**config.mk**
```make
export PLATFORM = sky130hd
export DESIGN_NAME = sseg_ctrl
export DESIGN_NICKNAME = d
export VERILOG_FILES = /design/src/rtl/sseg_ctrl.sv
export SDC_FILE = /design/constraint.sdc
export NUM_CORES = 1
export LEC_CHECK = 0
export CORE_MARGIN = 5
export CORE_UTILIZATION = 45
export CTS_BUF_LIST = sky130_fd_sc_hd__clkbuf_8 sky130_fd_sc_hd__clkbuf_16
export DETAILED_ROUTE_END_ITERATION = 12
export HOLD_SLACK_MARGIN = 0.03
export PLACE_DENSITY = 0.65
export SYNTH_ARGS = -nofsm -noshare
export SYNTH_HDL_FRONTEND = slang
export SYNTH_SLANG_ARGS = --single-unit
```
**constraint.sdc**
```tcl
create_clock -name clock -period 2.3 [get_ports clock]
set_input_delay 0.23 -clock clock [delete_from_list [all_inputs] [get_ports clock]]
set_output_delay 0.23 -clock clock [all_outputs]
set_load 0.03 [all_outputs]
```
**src/rtl/sseg_ctrl.sv**
```systemverilog
// Four-digit multiplexed common-anode seven-segment driver. Latches a 16-bit
// value and decimal-point mask from a start/done handshake and scans the digits.
module sseg_ctrl #(
  parameter int REFRESH_CLOCKS = 4096,
  parameter int GUARD_CLOCKS   = 16,
  parameter int BLANK_ZEROS    = 0
) (
  input  logic        clock,
  input  logic        reset,
  input  logic        start_port,
  input  logic [15:0] in1,
  input  logic [3:0]  in2,
  output logic        done_port,
  output logic [3:0]  an,
  output logic [6:0]  seg,
  output logic        dp
);

  localparam logic [15:0] CNT_LAST = 16'(REFRESH_CLOCKS - 1);

  logic [15:0] val_q, val_d;
  logic [3:0]  mask_q, mask_d;
  logic [15:0] cnt_q, cnt_d;
  logic [1:0]  idx_q, idx_d;
  logic        done_q, done_d;
  logic [3:0]  an_q, an_d;
  logic [6:0]  seg_q, seg_d;
  logic        dp_q, dp_d;

  logic        in_guard;
  logic [3:0]  nibs [4];
  logic [3:0]  upper_zero;
  logic        blank_digit;

  function automatic logic [6:0] decode(input logic [3:0] n);
    logic [6:0] s;
    case (n)
      4'h0: s = 7'h40;
      4'h1: s = 7'h79;
      4'h2: s = 7'h24;
      4'h3: s = 7'h30;
      4'h4: s = 7'h19;
      4'h5: s = 7'h12;
      4'h6: s = 7'h02;
      4'h7: s = 7'h78;
      4'h8: s = 7'h00;
      4'h9: s = 7'h10;
      4'hA: s = 7'h08;
      4'hB: s = 7'h03;
      4'hC: s = 7'h46;
      4'hD: s = 7'h21;
      4'hE: s = 7'h06;
      default: s = 7'h0E;
    endcase
    return s;
  endfunction

  generate
    if (GUARD_CLOCKS == 0) begin : g_noguard
      assign in_guard = 1'b0;
    end else begin : g_guard
      assign in_guard = (cnt_q < 16'(GUARD_CLOCKS));
    end
  endgenerate

  // upper_zero[k]: nibble k and every nibble above it are zero (digit 0 exempt)
  genvar gi;
  generate
    for (gi = 0; gi < 4; gi++) begin : g_nib
      assign nibs[gi] = val_q[4*gi+3 -: 4];
      if (gi == 0) begin : g_first
        assign upper_zero[gi] = 1'b0;
      end else begin : g_upper
        assign upper_zero[gi] = (val_q[15:4*gi] == '0);
      end
    end
  endgenerate

  assign blank_digit = (BLANK_ZEROS != 0) && upper_zero[idx_q];

  always_comb begin
    val_d  = val_q;
    mask_d = mask_q;
    done_d = start_port;
    cnt_d  = cnt_q + 16'd1;
    idx_d  = idx_q;
    an_d   = 4'hF;
    seg_d  = 7'h7F;
    dp_d   = 1'b1;

    if (start_port) begin
      val_d  = in1;
      mask_d = in2;
    end

    if (cnt_q == CNT_LAST) begin
      cnt_d = '0;
      idx_d = idx_q + 2'd1;
    end

    // Outputs track the current latched value, so a write shows up mid-slot
    if (!in_guard) begin
      an_d  = ~(4'b0001 << idx_q);
      seg_d = blank_digit ? 7'h7F : decode(nibs[idx_q]);
      dp_d  = ~mask_q[idx_q];
    end
  end

  always_ff @(posedge clock) begin
    if (!reset) begin
      val_q  <= '0;
      mask_q <= '0;
      cnt_q  <= '0;
      idx_q  <= '0;
      done_q <= 1'b0;
      an_q   <= 4'hF;
      seg_q  <= 7'h7F;
      dp_q   <= 1'b1;
    end else begin
      val_q  <= val_d;
      mask_q <= mask_d;
      cnt_q  <= cnt_d;
      idx_q  <= idx_d;
      done_q <= done_d;
      an_q   <= an_d;
      seg_q  <= seg_d;
      dp_q   <= dp_d;
    end
  end

  assign done_port = done_q;
  assign an        = an_q;
  assign seg       = seg_q;
  assign dp        = dp_q;

endmodule

```
==> flow_summary.yaml <==
run_status:
  status: "finished, final reports clean"
floorplan:
  die_h_um: 83.3
  dieWidth_um: 83.3
  io-pin-count: 36
  core_mm2: 0.00517
  initial_utilization: 0.467
  dieArea_mm2: 0.00694
  rows: 26
setup_path:
  critical_path_class: "reg2reg"
  worst_ep_arrival_time_ns: 2.21
  critPathSlowestCell: "dfxtp_1"
  critical-path-max-stage-delay_ns: 0.62
  rr_worst_depth: 6
  r2r-end: "seg[0]$_SDFF_PP1_"
  cp_data_required_time_ns: 2.49
  cp_max_fo: 11
  crit_path_end_kind: "register"
  cp_cell_sequence: "mux4_2, inv_1, ha_1, nor3_1, o21ai_0, a31o_2"
  r2r-start: "idx_q[1]$_SDFFE_PN0N_"
  rrSetupSlack_ns: 0.28
  worstSetupStartpointType: "register"
pwr:
  power_switching_share: 0.240
  powerDensity_mw_per_mm2: 542
  internal-power_w: 0.00121
  switching_power_w: 0.000382
  p_clk_frac: 0.312
  peakVddDrop_v: 0.000348
  combPwrFrac: 0.105
  leakagePower_nw: 1.13
  power_frac_seq: 0.583
min_path:
  min_path_cells: 1
  holdCritPathClass: "reg2reg"
  hp-start: "cnt_q[0]$_SDFF_PP0_"
  hold_end: "cnt_q[0]$_SDFF_PP0_"
timing:
  layout_worst_path_cycle_share: 0.877
  worst_pin_slew_ns: 0.470
  relSlewSlack: 0.685
  worst_clock_skew_ns: 0.00546
  hold_viol: 0
  maxSlewViolCount: 0
  finalSetupTns_ns: 0
  grt_setup_unrepaired: "no"
  setup_violations: 0
  whs_ns: 0.467
  fmax_ghz: 0.496
  min_period_ns: 2.02
global_routing:
  grt_overflow: 0
  grt_pass1_vias: 1618
  track_usage: 0.138
  grt_pass1_wl_um: 7900
  antenna_found_initial: 0
  grt_max_degree: 26
detailed_routing:
  ant_nets: 0
  finalWirelength_um: 4570
  drt-vias-per-instance: 5.06
  routed-via-count: 1757
  dr.pass1.iters: 5
  wl_per_cell_um: 13.2
  drc_errors: 0
  drtIter0Drc: 68
layout:
  fillers: 462
  fin_util: 0.569
  area_delta_synth_final_pct: 21.7
  drive_gt1_frac: 0.101
  nets: 310
  final_cell_area_mm2: 0.00294
  n_antenna_cell: 0
yosys:
  seq_area_frac_synth: 0.422
  synth_ff_type: "dfxtp_1"
  yosys_warnings: 0
  ys_ff_latch: 51
  post_synth_num_cell_types: 36
  syn_avg_cell_area_um2: 10.2
  synthArstFlopShare: 0
  synth_nets: 271
  syn_inst: 237
  synth-edff-count: 0
  syn-cell-area_mm2: 0.00242
clocking:
  cts.htree.levels: 2
  ctsResizeCount: 0
  cts_made_buffers: 5
  cts_tree: "yes"
  cts_hold_buf: 0
  cts-root-buf: "clkbuf_8"
  post_cts.repair.setup_buffers: 0
  clock_latency_ns: 0.30
  path_clk_slew_ns: 0.09
  ctsLongestPathBuffers: 2
  clock-sinks: 51
placement:
  dp_hpwl_um: 3370
  place_area_mm2: 0.00286
  place.gp.congestion: 0.831
  port-buffer-count: 35
run:
  cap_violations: 0
## sequential cells by signal, summed over array words and instances (netlist names)
register / cells
mask_q: 4
an: 4
done_port: 1
seg: 7
val_q: 16
cnt_q: 16
dp: 1
idx_q: 2
## cells in the mapped netlist, types with 2 or more instances
cell	n	area [µm²]
dfxtp_1	51	1020
inv_1	6	22.5
buf_2	2	10.0
mux2_2	4	45.0
nor3_1	8	40.0
nand2_1	13	48.8
a221o_1	3	30.0
nor4_1	3	18.8
buf_1	2	7.51
o21ai_0	6	30.0
xnor2_1	11	96.3
a211oi_1	2	15.0
nor2_1	22	82.6
xor2_1	5	43.8
nand3_1	6	30.0
clkbuf_1	4	15.0
ha_1	11	138
and2_1	4	25.0
mux4_2	5	113
or4_1	2	15.0
mux2i_1	29	290
nand4_1	3	18.8
nor2b_1	22	138
## layout by cell type, fill, tap and decap left out, types with 5 or more instances in the layout
cell              n
buf_4             7
clkbuf_8          5
clkdlybuf4s50_1  35
dfxtp_1          51
ha_1             11
inv_1             7
mux2i_1          29
mux4_2            5
nand2_1          13
nand3_1           6
nor2_1           22
nor2b_1          22
nor3_1            8
o21ai_0           6
xnor2_1          11
xor2_1            5
## worst max-delay path, delay by kind of cell (launching register included)
family / cells / cell delay (ns)
AOI/OAI and AO/OA: 2 / 0.36
adders and majority gates: 1 / 0.26
buffers and inverters: 1 / 0.09
DFF: 1 / 0.62
muxes: 1 / 0.37
and+or+nand+nor: 1 / 0.21
## how the worst max path moves through the flow
stage	cells after the start	slack [ns]	end	startpoint
after floorplan	7	0.35	seg[0]$_SDFF_PP1_	idx_q[1]$_SDFFE_PN0N_
after global placement	5	0.38	seg[0]$_SDFF_PP1_	idx_q[1]$_SDFFE_PN0N_
after detailed placement	5	0.32	seg[0]$_SDFF_PP1_	idx_q[1]$_SDFFE_PN0N_
after CTS	5	0.31	seg[0]$_SDFF_PP1_	idx_q[1]$_SDFFE_PN0N_
after global routing	6	0.13	seg[0]$_SDFF_PP1_	idx_q[1]$_SDFFE_PN0N_
final	6	0.28	seg[0]$_SDFF_PP1_	idx_q[1]$_SDFFE_PN0N_
## per-stage QoR
step	power, W	setup slack, ns	instances
2_1_floorplan	0.00105	0.354	237
3_3_place_gp	0.00112	0.378	339
3_5_place_dp	0.00112	0.318	339
4_1_cts	0.00162	0.313	347
5_1_grt	0.00169	0.134	347
6_report	0.00159	0.283	347
## cell families after synthesis
| logic type | synth area share |
|---|---|
| simple gates | 0.192 |
| flops | 0.422 |
| mux | 0.185 |
| compound gates | 0.0533 |
| buf+inv | 0.0321 |
| xor+xnor | 0.0580 |
| fa+ha+maj | 0.0569 |
## power groups by stage
stage / logic [W] / clock network [W] / registers [W]
6_report: 0.000167 / 0.000498 / 0.000929
5_1_grt: 0.000186 / 0.000565 / 0.000935
4_1_cts: 0.000168 / 0.000519 / 0.000929
3_5_place_dp: 0.000168 / 0 / 0.000949
3_3_place_gp: 0.000165 / 0 / 0.000951
2_1_floorplan: 0.000106 / 0 / 0.000944
## final cells by class
cell class,instances,area [µm²],area share
sequential,51,1020,0.347
clock buffer,5,68.8,0.0234
tap,70,87.6,0.0298
inverter,7,26.3,0.00893
timing repair buffer,42,403,0.137
multi-input combinational,169,1320,0.448
clock inverter,3,16.3,0.00553
## per-layer routing
metal	share of wire	up-vias	track usage	wire length (µm)
met4	0.0099	0	0.0475	45
met5	0	-	0	0
li1	-	901	-	-
met2	0.43	42	0.202	1980
met3	0.038	4	0.0347	174
met1	0.52	810	0.196	2370
No activity file was read; power rests on OpenSTA's default activity.
